### src/rtl/divider_seq.sv
// divider_seq: iterative unsigned restoring divider producing one quotient
// bit per clock. A controller pulses start with the operands, watches busy,
// and collects quotient/remainder on the one-cycle done pulse. A zero
// divisor completes at once with quotient all ones, remainder = dividend
// and div_by_zero set.
//
// Ports:
//   clk          rising-edge clock
//   rst          asynchronous active-high reset
//   start        launch request, sampled on rising clk edge
//   dividend     unsigned dividend, sampled with an accepted start
//   divisor      unsigned divisor, sampled with an accepted start
//   busy         high while a division is in progress
//   done         one-cycle pulse, results valid
//   quotient     unsigned quotient (held until the next completion)
//   remainder    unsigned remainder (held until the next completion)
//   div_by_zero  set with done when the captured divisor was zero
module divider_seq #(
  parameter int unsigned WIDTH = 4
) (
  input  logic             clk,
  input  logic             rst,
  input  logic             start,
  input  logic [WIDTH-1:0] dividend,
  input  logic [WIDTH-1:0] divisor,
  output logic             busy,
  output logic             done,
  output logic [WIDTH-1:0] quotient,
  output logic [WIDTH-1:0] remainder,
  output logic             div_by_zero
);

  localparam int unsigned CW = $clog2(WIDTH + 1);

  typedef enum logic [1:0] {
    IDLE = 2'd0,
    CALC = 2'd1,
    DONE = 2'd2
  } state_t;

  state_t           state;
  logic [CW-1:0]    count;
  logic [WIDTH-1:0] pr;    // partial remainder
  logic [WIDTH-1:0] dq;    // dividend bits shift out of the top, quotient bits shift in at the bottom
  logic [WIDTH-1:0] dvsr;

  logic [WIDTH:0]   pr_ext;
  logic [WIDTH:0]   trial;
  logic [WIDTH-1:0] pr_next;
  logic [WIDTH-1:0] dq_next;

  // One restoring step. pr < dvsr always holds, so the shifted value fits in
  // WIDTH+1 bits, and a restored (negative-trial) value fits in WIDTH bits.
  always_comb begin
    pr_ext  = {pr, dq[WIDTH-1]};
    trial   = pr_ext - {1'b0, dvsr};
    pr_next = trial[WIDTH] ? pr_ext[WIDTH-1:0] : trial[WIDTH-1:0];
    dq_next = {dq[WIDTH-2:0], ~trial[WIDTH]};
  end

  always_ff @(posedge clk or posedge rst) begin
    if (rst) begin
      state       <= IDLE;
      count       <= '0;
      pr          <= '0;
      dq          <= '0;
      dvsr        <= '0;
      quotient    <= '0;
      remainder   <= '0;
      div_by_zero <= 1'b0;
    end else begin
      unique case (state)
        IDLE, DONE: begin
          if (start) begin
            dvsr <= divisor;
            dq   <= dividend;
            pr   <= '0;
            if (divisor == '0) begin
              state       <= DONE;
              quotient    <= '1;
              remainder   <= dividend;
              div_by_zero <= 1'b1;
            end else begin
              state <= CALC;
              count <= CW'(WIDTH);
            end
          end else begin
            state <= IDLE;
          end
        end
        CALC: begin
          pr    <= pr_next;
          dq    <= dq_next;
          count <= count - 1'b1;
          if (count == CW'(1)) begin
            state       <= DONE;
            quotient    <= dq_next;
            remainder   <= pr_next;
            div_by_zero <= 1'b0;
          end
        end
        default: state <= IDLE;
      endcase
    end
  end

  assign busy = (state == CALC);
  assign done = (state == DONE);

endmodule

### config.mk
export PLATFORM = sky130hd
export DESIGN_NAME = divider_seq
export DESIGN_NICKNAME = d
export VERILOG_FILES = /design/src/rtl/divider_seq.sv
export SDC_FILE = /design/constraint.sdc
export NUM_CORES = 1
export LEC_CHECK = 0
export BUFFER_PORTS_ARGS = -buffer_cell sky130_fd_sc_hd__buf_2
export CORE_UTILIZATION = 45
export CTS_CLUSTER_DIAMETER = 200
export DETAILED_ROUTE_END_ITERATION = 7
export PLACE_DENSITY = 0.71
export SLEW_MARGIN = 15
export SYNTH_ARGS = -nofsm -noshare
export SYNTH_HDL_FRONTEND = slang
export SYNTH_SLANG_ARGS = --single-unit
### constraint.sdc
create_clock -name clk -period 2.4 [get_ports clk]
set_input_delay 0.6 -clock clk [delete_from_list [all_inputs] [get_ports clk]]
set_output_delay 0.6 -clock clk [all_outputs]
set_load 0.01 [all_outputs]
==> After elaboration in Yosys (flattened, before gate mapping) <==
Cells that the tools add are included.
{ "totals": {"ff_bits": 26, "inputBits": 11, "out_inout_bits": 11, "elab_cells": 50} }
{ "classes": {"addsub": 2, "n_eq_ne": 7, "n_mux": 24, "bitwise_logic": 1, "reduce_logical": 8} }
{ "ops": {"columns": ["cell", "count"], "rows": [
  ["4-bit two-way mux", 9],
  ["4-bit case mux with 2 select lines", 4],
  ["2-bit two-way mux", 3],
  ["3-bit two-way mux", 2],
  ["2-bit != test (second input constant)", 3],
  ["3-bit case mux with 2 select lines", 1],
  ["5-bit by 4-bit subtractor with 5-bit output", 1],
  ["4-bit logical NOT", 1],
  ["2-bit case mux with 2 select lines", 1],
  ["2-bit AND reduction", 2],
  ["4-bit AND reduction", 1],
  ["3-bit by 1-bit equality test with 1-bit output (second input constant)", 1],
  ["1-bit two-way mux", 3],
  ["3-bit AND reduction", 1],
  ["3-bit by 1-bit subtractor with 3-bit output (second input constant)", 1],
  ["2-bit by 1-bit equality test with 1-bit output (second input constant)", 1],
  ["2-bit equality test (second input constant)", 1],
  ["2-bit logical NOT", 1],
  ["2-bit by 1-bit != test with 1-bit output (second input constant)", 1],
  ["1-bit case mux with 2 select lines", 1],
  ["2-bit nonzero test", 1],
  ["2-bit OR reduction", 1],
  ["1-bit inverter", 1]
]} }

==> Longest topological paths before layout <==
Gate-level depths: netlist of run 1.
{ "logic_depth": {"ltp_word": 4, "depth_mapped": 8, "mapped_depth_nobuf": 8} }

==> Least setup slack after synthesis of run 1 <==
No wires, ideal clock.
{ "synth_path": {"path_kind": "register to register", "start": "register dq[3]", "end": "register pr[3]", "setup_time_ns": 0.132, "t_arrival_ns": 1.808, "required_time_ns": 2.268, "slack_ns": 0.459, "path_stages_with_launch": 9, "path_buffers": 0, "period_less_slack_ns": 1.941, "path_cell_list": "dfrtp_1 -> inv_1 -> ha_1 -> fa_1 -> nand2b_1 -> a21oi_1 -> xnor2_1 -> nand2b_1 -> a31oi_1"} }
{ "synth_between": {"elab_chain_len": 3} }
{ "synth_lines": {"columns": ["element", "line_no", "source"], "rows": [
  ["start, declared", "44", "logic [WIDTH-1:0] dq;"],
  ["start signal, assigned", "76", "dq <= dividend;"],
  ["start signal, assigned", "93", "dq <= dq_next;"],
  ["5-bit by 4-bit subtractor with 5-bit output", "56", "trial = pr_ext - {1'b0, dvsr};"],
  ["4-bit two-way mux", "57", "pr_next = trial[WIDTH] ? pr_ext[WIDTH-1:0] : trial[WIDTH-1:0];"],
  ["4-bit case mux with 2 select lines", "72", "unique case (state)"],
  ["end signal, assigned", "92", "pr <= pr_next;"],
  ["end, declared", "43", "logic [WIDTH-1:0] pr;"]
]} }
Every way passes these cells.
A chain may end at the register's enable or synchronous reset.

==> Worst setup path after layout of run 1 <==
Same ends and word-level chain as after synthesis.

==> results_dict.tcl, run 1 <==
set metrics [dict create \
    postSynthCellCount 149 \
    worstReg2RegStart "dq[3]$_DFFE_PP0P_" \
    postRouteWirelength_um 2770 \
    cp_max_fo 4 \
    timing.hold.worst.class "in2async" \
    io-pin-count 22 \
    ys_seq_elements 26 \
    layout.filler_cells 279 \
    launching_element_type_of_the_critical_path "flip-flop" \
    layout_worst_path_cycle_share_pct 90.4 \
    floorplan.die_area_um2 3280 \
    post-route-min-period_ps 2170 \
    inst_count_dp 198 \
    async_flop_share_pct 100 \
    worstSetupPathType "reg2reg" \
    syn_avg_cell_area_um2 9.24 \
    drt_pre_antenna_iters 6 \
    critPathMostFrequentCell "sky130_fd_sc_hd__nand2b_1" \
    core-area_um2 2830 \
    setup_violation_total_in_the_final_timing_report 0 \
    setup_tns_ps 0 \
    post_synth_num_cell_types 32 \
    starting_density_of_the_core_pct 48.7 \
    root_buffer "sky130_fd_sc_hd__clkbuf_4" \
    achievable-frequency_mhz 461 \
    io_buffer_count 21 \
    critical_path.endpoint_type "flip-flop" \
    clk_latency_worst_skew_pair_ps 320 \
    antenna-diode-count 0 \
    final-max-slew-violation-count 0 \
    static-leakage-power_nw 0.726 \
    post_cts_buffers 0 \
    yosys.cell_count.top_type "sky130_fd_sc_hd__dfrtp_1" \
    mean_number_of_vias_per_cell 5.48 \
    timing_worst_slew_pin_value_ps 482 \
    clock_tree_from_tritoncts "yes" \
    remaining_drc_errors 2 \
    die_width_um 57.3 \
    fin_skew_ps 6.29 \
    antenna_violating_nets_post_route 0 \
    synth.top_cells.by_area "sky130_fd_sc_hd__dfrtp_1 (47%), sky130_fd_sc_hd__ha_1 (5.5%), sky130_fd_sc_hd__nand2_1 (5.5%)" \
    timing.critical_path.slowest_stage_cell "sky130_fd_sc_hd__fa_1" \
    worst_slew_margin_rel_pct 67.9 \
    worst_path_largest_cell_delay_ps 400 \
    synth_top_cell_area_share_pct 47.3 \
    clk_pin_slew_ps 140 \
    mappedNetlistArea_um2 1380 \
    finish.cell_count_without_fillers 202 \
    grt_start_max_net_pins 27 \
    timing.max_cap.violations 0 \
    num_vias 1107 \
    cts.htree.levels 1 \
    ys.warnings.count 0 \
    status "complete, but fails checks" \
    finalPower_mw 2.44 \
    clk_path_buf_depth 2 \
    globalplace.congestion 0.833 \
    floorplan.rows 19 \
    grt_first_pass_wirelength_um 4780 \
    detailedPlacementHpwl_um 2060 \
    drt-initial-drc-count 32 \
    synthesis.nets 167 \
    cts_inserted_buffers 3 \
    synth_edf_count 0 \
    post-synth-top-area-cell "sky130_fd_sc_hd__dfrtp_1" \
    finalHoldViolCount 0 \
    antenna_violations_before_repair 0 \
    reg2reg_depth 8 \
    first_global_vias 1052 \
    failed_checks "design-rule violations" \
    design.final.nets 190 \
    rsz0062_at_grt "false" \
    clkSinkCount 26 \
    ys_seq_area_share_pct 47.3 \
    worstReg2RegEnd "pr[3]$_DFFE_PP0P_" \
    ctsResizeCount 0 \
    worstPathCellList "inv_1, ha_1, fa_1, nand2b_1, a21oi_1, xnor2_1, nand2b_1, a31oi_1" \
    ys.flop_type "sky130_fd_sc_hd__dfrtp_1" \
    holdBufCountCts 0 \
    power_density_nw_per_um2 1570 \
    grt.total_usage_pct 19.0 \
    vertical_die_dimension_um 57.3 \
    drive_gt1_share_pct 18.7 \
    netlist_top_cells_count "sky130_fd_sc_hd__dfrtp_1 (26), sky130_fd_sc_hd__nand2_1 (20), sky130_fd_sc_hd__nor2_1 (16), sky130_fd_sc_hd__a21oi_1 (12), sky130_fd_sc_hd__inv_1 (10)" \
    reg2reg_setup_slack_ps 230 \
    routedWlPerCell_um 13.7 \
    cp.arrival_ps 2370 \
    grt.overflow.total 0 \
    synthToLayoutAreaGrowth_pct 13.3 \
    worst_ep_required_time_ps 2600 \
    irDropWorstVdd_v 0.000814 \
]
power by group:
part,internal [mW],leakage [nW],total (mW),switching [mW]
Sequential,0.654,0.302,0.809,0.155
Clock,0.169,0.0279,0.300,0.131
Combinational,0.549,0.396,1.33,0.786
Total,1.37,0.726,2.44,1.07
sequential cells by signal, indices dropped and copies added, names as in the netlist:
register     flops
count            3
state            2
dq               4
remainder        4
quotient         4
dvsr             4
div_by_zero      1
pr               4
worst max-delay path by stage:
stage / startpoint / endpoint / cells after the start / slack [ps]
final: dq[3]$_DFFE_PP0P_ / pr[3]$_DFFE_PP0P_ / 8 / 230
after global routing: dq[3]$_DFFE_PP0P_ / remainder[3]$_DFFE_PP0P_ / 8 / 50
after CTS: dq[3]$_DFFE_PP0P_ / pr[3]$_DFFE_PP0P_ / 8 / 230
after detailed placement: dq[3]$_DFFE_PP0P_ / pr[3]$_DFFE_PP0P_ / 8 / 240
after global placement: dq[3]$_DFFE_PP0P_ / pr[3]$_DFFE_PP0P_ / 8 / 340
after floorplan: dq[3]$_DFFE_PP0P_ / pr[3]$_DFFE_PP0P_ / 8 / 460
critical path: cells and delay by family (launching register included):
family / cells / cell delay (ps)
xor+xnor: 1 / 230
compound gates: 2 / 410
flops: 1 / 380
simple gates: 2 / 350
fa+ha+maj: 2 / 620
buf+inv: 1 / 60
through the flow:
stage / instance area [µm²] / setup slack [ps] / hold WS [ps] / utilization (%)
3_3_place_gp: 1510 / 336 / 479 / 53.3
5_1_grt: 1560 / 51.9 / 307 / 55.1
2_1_floorplan: 1380 / 459 / 450 / -
6_report: 1560 / 231 / 294 / 55.1
3_5_place_dp: 1510 / 242 / 504 / 53.3
4_1_cts: 1560 / 226 / 299 / 55.1
cells in the final DEF (no fill, tap or decap), types with 2 or more instances in the layout:
cell type,n
sky130_fd_sc_hd__a211oi_1,2
sky130_fd_sc_hd__a31oi_1,5
sky130_fd_sc_hd__nand3_1,6
sky130_fd_sc_hd__clkbuf_4,3
sky130_fd_sc_hd__nor2b_1,3
sky130_fd_sc_hd__a211o_1,2
sky130_fd_sc_hd__dfrtp_1,26
sky130_fd_sc_hd__a21oi_2,2
sky130_fd_sc_hd__a21oi_1,12
sky130_fd_sc_hd__ha_1,6
sky130_fd_sc_hd__o21ai_0,8
sky130_fd_sc_hd__xnor2_1,2
sky130_fd_sc_hd__a41oi_1,2
sky130_fd_sc_hd__nand2b_1,4
sky130_fd_sc_hd__inv_1,10
sky130_fd_sc_hd__buf_4,3
sky130_fd_sc_hd__nor2_1,16
sky130_fd_sc_hd__buf_2,21
sky130_fd_sc_hd__or3_1,2
sky130_fd_sc_hd__nand2_1,20
sky130_fd_sc_hd__nand3b_1,4
cell families (layout without fill, tap and decap cells):
logic type | after synthesis | in the layout | share of synthesized area, %
flops | 26 | 26 | 47.3
buf+inv | 16 | 38 | 5.36
xor+xnor | 3 | 3 | 1.91
fa+ha+maj | 7 | 7 | 6.91
simple gates | 59 | 59 | 20.5
compound gates | 38 | 38 | 18.0
routing by layer:
layer / routed length (µm) / track usage (%) / vias to the layer above
li1: - / - / 559
met1: 1370 / 25.5 / 523
met2: 1290 / 32.1 / 23
met3: 95 / 4.76 / 2
met4: 19 / 2.44 / 0
met5: 0 / 0 / -
layout make-up:
cell class              count  area [µm²]  area share (%)
inverters                  10        37.5            2.41
multi-input cells         107         652            41.8
well taps                  31        38.8            2.49
clock inverters             1        30.0            1.93
repair buffers             24         128            8.19
flip-flops and latches     26         651            41.7
clock buffers               3        22.5            1.44
No activity file was read; power rests on OpenSTA's default activity.
==> run 2: changes to the inputs <==
- CORE_ASPECT_RATIO: default -> 0.5
- clock period: 2.4 -> 2.05 ns (I/O delays scaled with it)
==> results_dict.tcl, run 2 (synthesized netlist as in run 1, its figures left out) <==
set metrics [dict create \
    status "finished, final reports clean" \
    clock_tree_from_tritoncts "yes" \
    grt.overflow.total 0 \
    timing.max_cap.violations 0 \
    floorplan.die_area_um2 3300 \
    irDropWorstVdd_v 0.000713 \
    drive_gt1_share_pct 23.4 \
    worst_ep_required_time_ps 2250 \
    die_width_um 80.2 \
    layout_worst_path_cycle_share_pct 95.0 \
    mean_number_of_vias_per_cell 5.44 \
    critical_path.endpoint_type "flip-flop" \
    floorplan.rows 13 \
    antenna_violations_before_repair 0 \
    final_critical_path_setup_slack_ps 102 \
    synthToLayoutAreaGrowth_pct 19.9 \
    worst_slew_margin_rel_pct 68.4 \
    post-route-min-period_ps 1950 \
    detailed_place.area_um2 1540 \
    first_global_vias 1011 \
    clk_path_buf_depth 2 \
    timing.hold.worst.class "in2async" \
    drt_pre_antenna_iters 4 \
    layout_common_cells "sky130_fd_sc_hd__dfrtp_1 (26), sky130_fd_sc_hd__buf_2 (21), sky130_fd_sc_hd__nand2_1 (20), sky130_fd_sc_hd__nor2_1 (16), sky130_fd_sc_hd__a21oi_1 (11)" \
    fin_skew_ps 4.32 \
    num_vias 1154 \
    power_switching_share_pct 43.5 \
    power.share.sequential_pct 30.0 \
    cts.htree.levels 1 \
    io-pin-count 22 \
    cp.arrival_ps 2150 \
    switchingPower_mw 1.37 \
    routedWlPerCell_um 14.5 \
    static-leakage-power_nw 0.765 \
    worstSetupPathType "reg2reg" \
    comb_power_share_pct 56.3 \
    power_density_nw_per_um2 1910 \
    launching_element_type_of_the_critical_path "flip-flop" \
    setup_violation_total_in_the_final_timing_report 0 \
    layout.cells.most_common "sky130_fd_sc_hd__dfrtp_1" \
    share_clk_of_total_power_pct 13.7 \
    drt-initial-drc-count 130 \
    vertical_die_dimension_um 41.1 \
    p_int_mw 1.78 \
    cts_inserted_buffers 3 \
    starting_density_of_the_core_pct 50.1 \
    globalplace.congestion 0.868 \
    antenna-diode-count 0 \
    inst_count_dp 208 \
    clk_latency_worst_skew_pair_ps 280 \
    finalPower_mw 3.14 \
    detailedPlacementHpwl_um 2260 \
    antenna_violating_nets_post_route 0 \
    postRouteWirelength_um 3070 \
    finalInstanceArea_um2 1650 \
    timing_worst_slew_pin_value_ps 473 \
    remaining_drc_errors 0 \
    layout.filler_cells 235 \
    core-area_um2 2750 \
    grt_start_max_net_pins 27 \
    root_buffer "sky130_fd_sc_hd__clkbuf_8" \
    finalHoldViolCount 0 \
    io_buffer_count 21 \
    clk_pin_slew_ps 90 \
    cp_max_fo 4 \
    post_cts_buffers 0 \
    clkSinkCount 26 \
    grt_first_pass_wirelength_um 4840 \
    final-max-slew-violation-count 0 \
    preCtsSetupSlack_ps -96.3 \
    grt.total_usage_pct 21.2 \
    design.final.nets 194 \
    achievable-frequency_mhz 513 \
    finish.cell_count_without_fillers 212 \
]
==> run 2: final timing paths <==
path	to	cells past startpoint	slack, ps	start
worst min-delay path	count[0]$_DFFE_PP0P_	3	270	rst
worst max-delay path	remainder[0]$_DFFE_PP0P_	8	100	dq[3]$_DFFE_PP0P_
max in group asynchronous	pr[2]$_DFFE_PP0P_	3	1530	rst
worst min register to register	quotient[3]$_DFFE_PP0P_	2	510	quotient[3]$_DFFE_PP0P_
worst max register to register	remainder[0]$_DFFE_PP0P_	8	100	dq[3]$_DFFE_PP0P_
min in group clk	dvsr[2]$_DFFE_PP0P_	3	450	divisor[2]
==> run 2: routing by layer <==
layer	track usage [%]	up-vias	part of all wire, %
li1	-	565	-
met1	28.0	553	49
met2	36.1	31	44
met3	5.33	5	5.1
met4	5.36	0	1.1
met5	0	-	0
==> run 2: layout make-up <==
class,count,area [µm²],share of cell area [%]
Clock buffer,3,41.3,2.50
Timing Repair Buffer,28,158,9.55
Inverter,10,37.5,2.27
Tap cell,37,46.3,2.81
Clock inverter,1,30.0,1.82
Sequential cell,26,651,39.4
Multi-Input combinational cell,107,687,41.6
==> run 2: timing repair <==
action,in CTS,in global routing
pin swaps,1,1
setup endpoints to repair,5,7
hold buffers,0,0
resized for setup,2,4
==> run 2: worst max-delay path, stage by stage (launching register included) <==
cell	delay [ps]
sky130_fd_sc_hd__dfrtp_1	350
sky130_fd_sc_hd__inv_1	60
sky130_fd_sc_hd__ha_1	220
sky130_fd_sc_hd__fa_2	360
sky130_fd_sc_hd__nand2b_4	160
sky130_fd_sc_hd__a21o_1	210
sky130_fd_sc_hd__nor4_2	130
sky130_fd_sc_hd__a41oi_1	100
sky130_fd_sc_hd__a41oi_1	270
==> run 2: power groups by stage <==
| stage | clock network [mW] | logic [mW] | registers [mW] |
|---|---|---|---|
| finish | 0.432 | 1.77 | 0.944 |
| global route | 0.462 | 1.97 | 0.976 |
| CTS | 0.438 | 1.68 | 0.936 |
| detailed placement | 0 | 1.62 | 0.942 |
| global placement | 0 | 1.58 | 0.933 |
| floorplan | 0 | 1.19 | 0.942 |
==> run 2: metrics by stage <==
step / setup TNS [ps] / utilization [%] / hold slack (ps)
6_report: 0 / 60.0 / 272
5_1_grt: -28.0 / 60.0 / 290
4_1_cts: -2.64 / 59.2 / 283
3_5_place_dp: -270 / 56.2 / 498
3_3_place_gp: -4.49 / 56.2 / 472
2_1_floorplan: 0 / - / 450
==> run 3: changes to the inputs <==
--- a/config.mk
+++ b/config.mk
@@ -13,2 +13,3 @@
 export PLACE_DENSITY = 0.71
+export SETUP_SLACK_MARGIN = 0.02
 export SLEW_MARGIN = 15
--- a/constraint.sdc
+++ b/constraint.sdc
@@ -3,2 +3,2 @@
 set_output_delay 0.5125 -clock clk [all_outputs]
-set_load 0.01 [all_outputs]
+set_load 0.005 [all_outputs]
==> results_dict.tcl, run 3 (synthesized netlist as in run 1, its figures left out) <==
set metrics [dict create \
    status "finished, final reports clean" \
    clkSinkCount 26 \
    antenna-diode-count 0 \
    worstReg2RegStart "dq[3]$_DFFE_PP0P_" \
    floorplan.die_area_um2 3300 \
    fin_skew_ps 2.98 \
    routedWlPerCell_um 14.5 \
    reg2reg_setup_slack_ps 120 \
    grt_first_pass_wirelength_um 4840 \
    power_switching_share_pct 43.0 \
    timing.critical_path.slowest_stage_cell "sky130_fd_sc_hd__fa_2" \
    floorplan.rows 13 \
    drive_gt1_share_pct 24.6 \
    layout.cells.most_common "sky130_fd_sc_hd__dfrtp_1" \
    vertical_die_dimension_um 41.1 \
    static-leakage-power_nw 0.766 \
    detailedPlacementHpwl_um 2260 \
    mean_number_of_vias_per_cell 5.53 \
    comb_power_share_pct 56.1 \
    layout_common_cells "sky130_fd_sc_hd__dfrtp_1 (26), sky130_fd_sc_hd__buf_2 (21), sky130_fd_sc_hd__nand2_1 (20), sky130_fd_sc_hd__nor2_1 (16)" \
    drt_pre_antenna_iters 4 \
    worstReg2RegEnd "remainder[0]$_DFFE_PP0P_" \
    power_density_nw_per_um2 1890 \
    cts_inserted_buffers 3 \
    clk_pin_slew_ps 90 \
    globalplace.congestion 0.868 \
    antenna_violations_before_repair 0 \
    timing.hold.worst.class "in2async" \
    grt.total_usage_pct 21.2 \
    core-area_um2 2750 \
    root_buffer "sky130_fd_sc_hd__clkbuf_8" \
    cp.arrival_ps 2130 \
    layout.filler_cells 233 \
    final_core_utilization_pct 60.4 \
    layout_worst_path_cycle_share_pct 94.0 \
    irDropWorstVdd_v 0.000702 \
    share_clk_of_total_power_pct 13.8 \
    clock_tree_from_tritoncts "yes" \
    cts.htree.levels 1 \
    io_buffer_count 21 \
    first_global_vias 1011 \
    final-max-slew-violation-count 0 \
    setup_violation_total_in_the_final_timing_report 0 \
    switchingPower_mw 1.35 \
    reg2reg_depth 8 \
    drt-initial-drc-count 128 \
    critPathMostFrequentCell "sky130_fd_sc_hd__a41oi_1" \
    design.final.nets 194 \
    timing_worst_slew_pin_value_ps 477 \
    antenna_violating_nets_post_route 0 \
    grt.overflow.total 0 \
    holdBufCountCts 0 \
    remaining_drc_errors 0 \
    achievable-frequency_mhz 519 \
    power.share.sequential_pct 30.1 \
    finalHoldViolCount 0 \
    io-pin-count 22 \
    worstPathCellList "inv_1, ha_1, fa_2, nand2b_4, a21o_1, nor4_2, a41oi_1, a41oi_1" \
    die_width_um 80.2 \
    worst_path_largest_cell_delay_ps 360 \
    cp_max_fo 4 \
    launching_element_type_of_the_critical_path "flip-flop" \
    clk_latency_worst_skew_pair_ps 280 \
    clk_path_buf_depth 2 \
    starting_density_of_the_core_pct 50.1 \
    critical_path.endpoint_type "flip-flop" \
    postRouteWirelength_um 3070 \
    post-route-min-period_ps 1930 \
    timing.max_cap.violations 0 \
    worstSetupPathType "reg2reg" \
    grt_start_max_net_pins 27 \
    num_vias 1172 \
    synthToLayoutAreaGrowth_pct 20.5 \
    worst_ep_required_time_ps 2250 \
    finalPower_mw 3.13 \
    p_int_mw 1.79 \
    worst_slew_margin_rel_pct 68.2 \
]
==> run 3: timing repair <==
action                                  in CTS  in global routing
endpoints found under the setup margin       5                  5
setup buffers                                0                  0
gates resized for setup                      3                  5
pin swaps                                    2                  1
==> run 3: critical path: cells and delay by family, from the launching register on <==
family	cells	cell delay, ps
flip-flops	1	350
adder cells (fa/ha/maj)	2	580
AO/OA/AOI/OAI	3	560
buffers and inverters	1	60
AND/OR/NAND/NOR	2	300
==> run 3: how the worst max path moves through the flow <==
stage	startpoint	end	slack (ps)
floorplan	dq[3]$_DFFE_PP0P_	pr[3]$_DFFE_PP0P_	110
global placement	dq[3]$_DFFE_PP0P_	pr[3]$_DFFE_PP0P_	-4
detailed placement	dq[3]$_DFFE_PP0P_	pr[3]$_DFFE_PP0P_	-100
CTS	dq[3]$_DFFE_PP0P_	remainder[0]$_DFFE_PP0P_	30
global route	dq[3]$_DFFE_PP0P_	remainder[0]$_DFFE_PP0P_	-20
finish	dq[3]$_DFFE_PP0P_	remainder[0]$_DFFE_PP0P_	120
==> run 3: final cells by class <==
cell class / instances / area (µm²) / area share (%)
clock buffer: 3 / 41.3 / 2.49
clock inverter: 1 / 30.0 / 1.81
inverter: 10 / 37.5 / 2.26
multi-input combinational: 107 / 696 / 41.9
sequential: 26 / 651 / 39.2
tap: 37 / 46.3 / 2.79
timing repair buffer: 28 / 158 / 9.50
==> run 3: power by group through the flow <==
stage / clock network, mW / registers (mW) / logic [mW]
global route: 0.462 / 0.977 / 1.97
floorplan: 0 / 0.909 / 1.18
global placement: 0 / 0.933 / 1.54
finish: 0.433 / 0.944 / 1.76
CTS: 0.438 / 0.937 / 1.65
detailed placement: 0 / 0.942 / 1.59
==> run 3: stage by stage <==
| stage | hold slack, ps | instance area (µm²) | setup TNS, ps | cells | setup slack [ps] |
|---|---|---|---|---|---|
| floorplan | 450 | 1380 | 0 | 149 | 111 |
| global route | 290 | 1660 | -17.9 | 212 | -17.9 |
| CTS | 283 | 1630 | 0 | 212 | 31.0 |
| detailed placement | 498 | 1540 | -270 | 208 | -96.3 |
| global placement | 472 | 1540 | -4.49 | 208 | -4.49 |
| finish | 271 | 1660 | 0 | 212 | 122 |
==> run 3: metal layers <==
layer	up-vias	track usage (%)	wire length [µm]
met1	568	28.0	1460
met3	6	5.33	172
met2	33	36.1	1400
met5	-	0	0
li1	565	-	-
met4	0	5.36	34
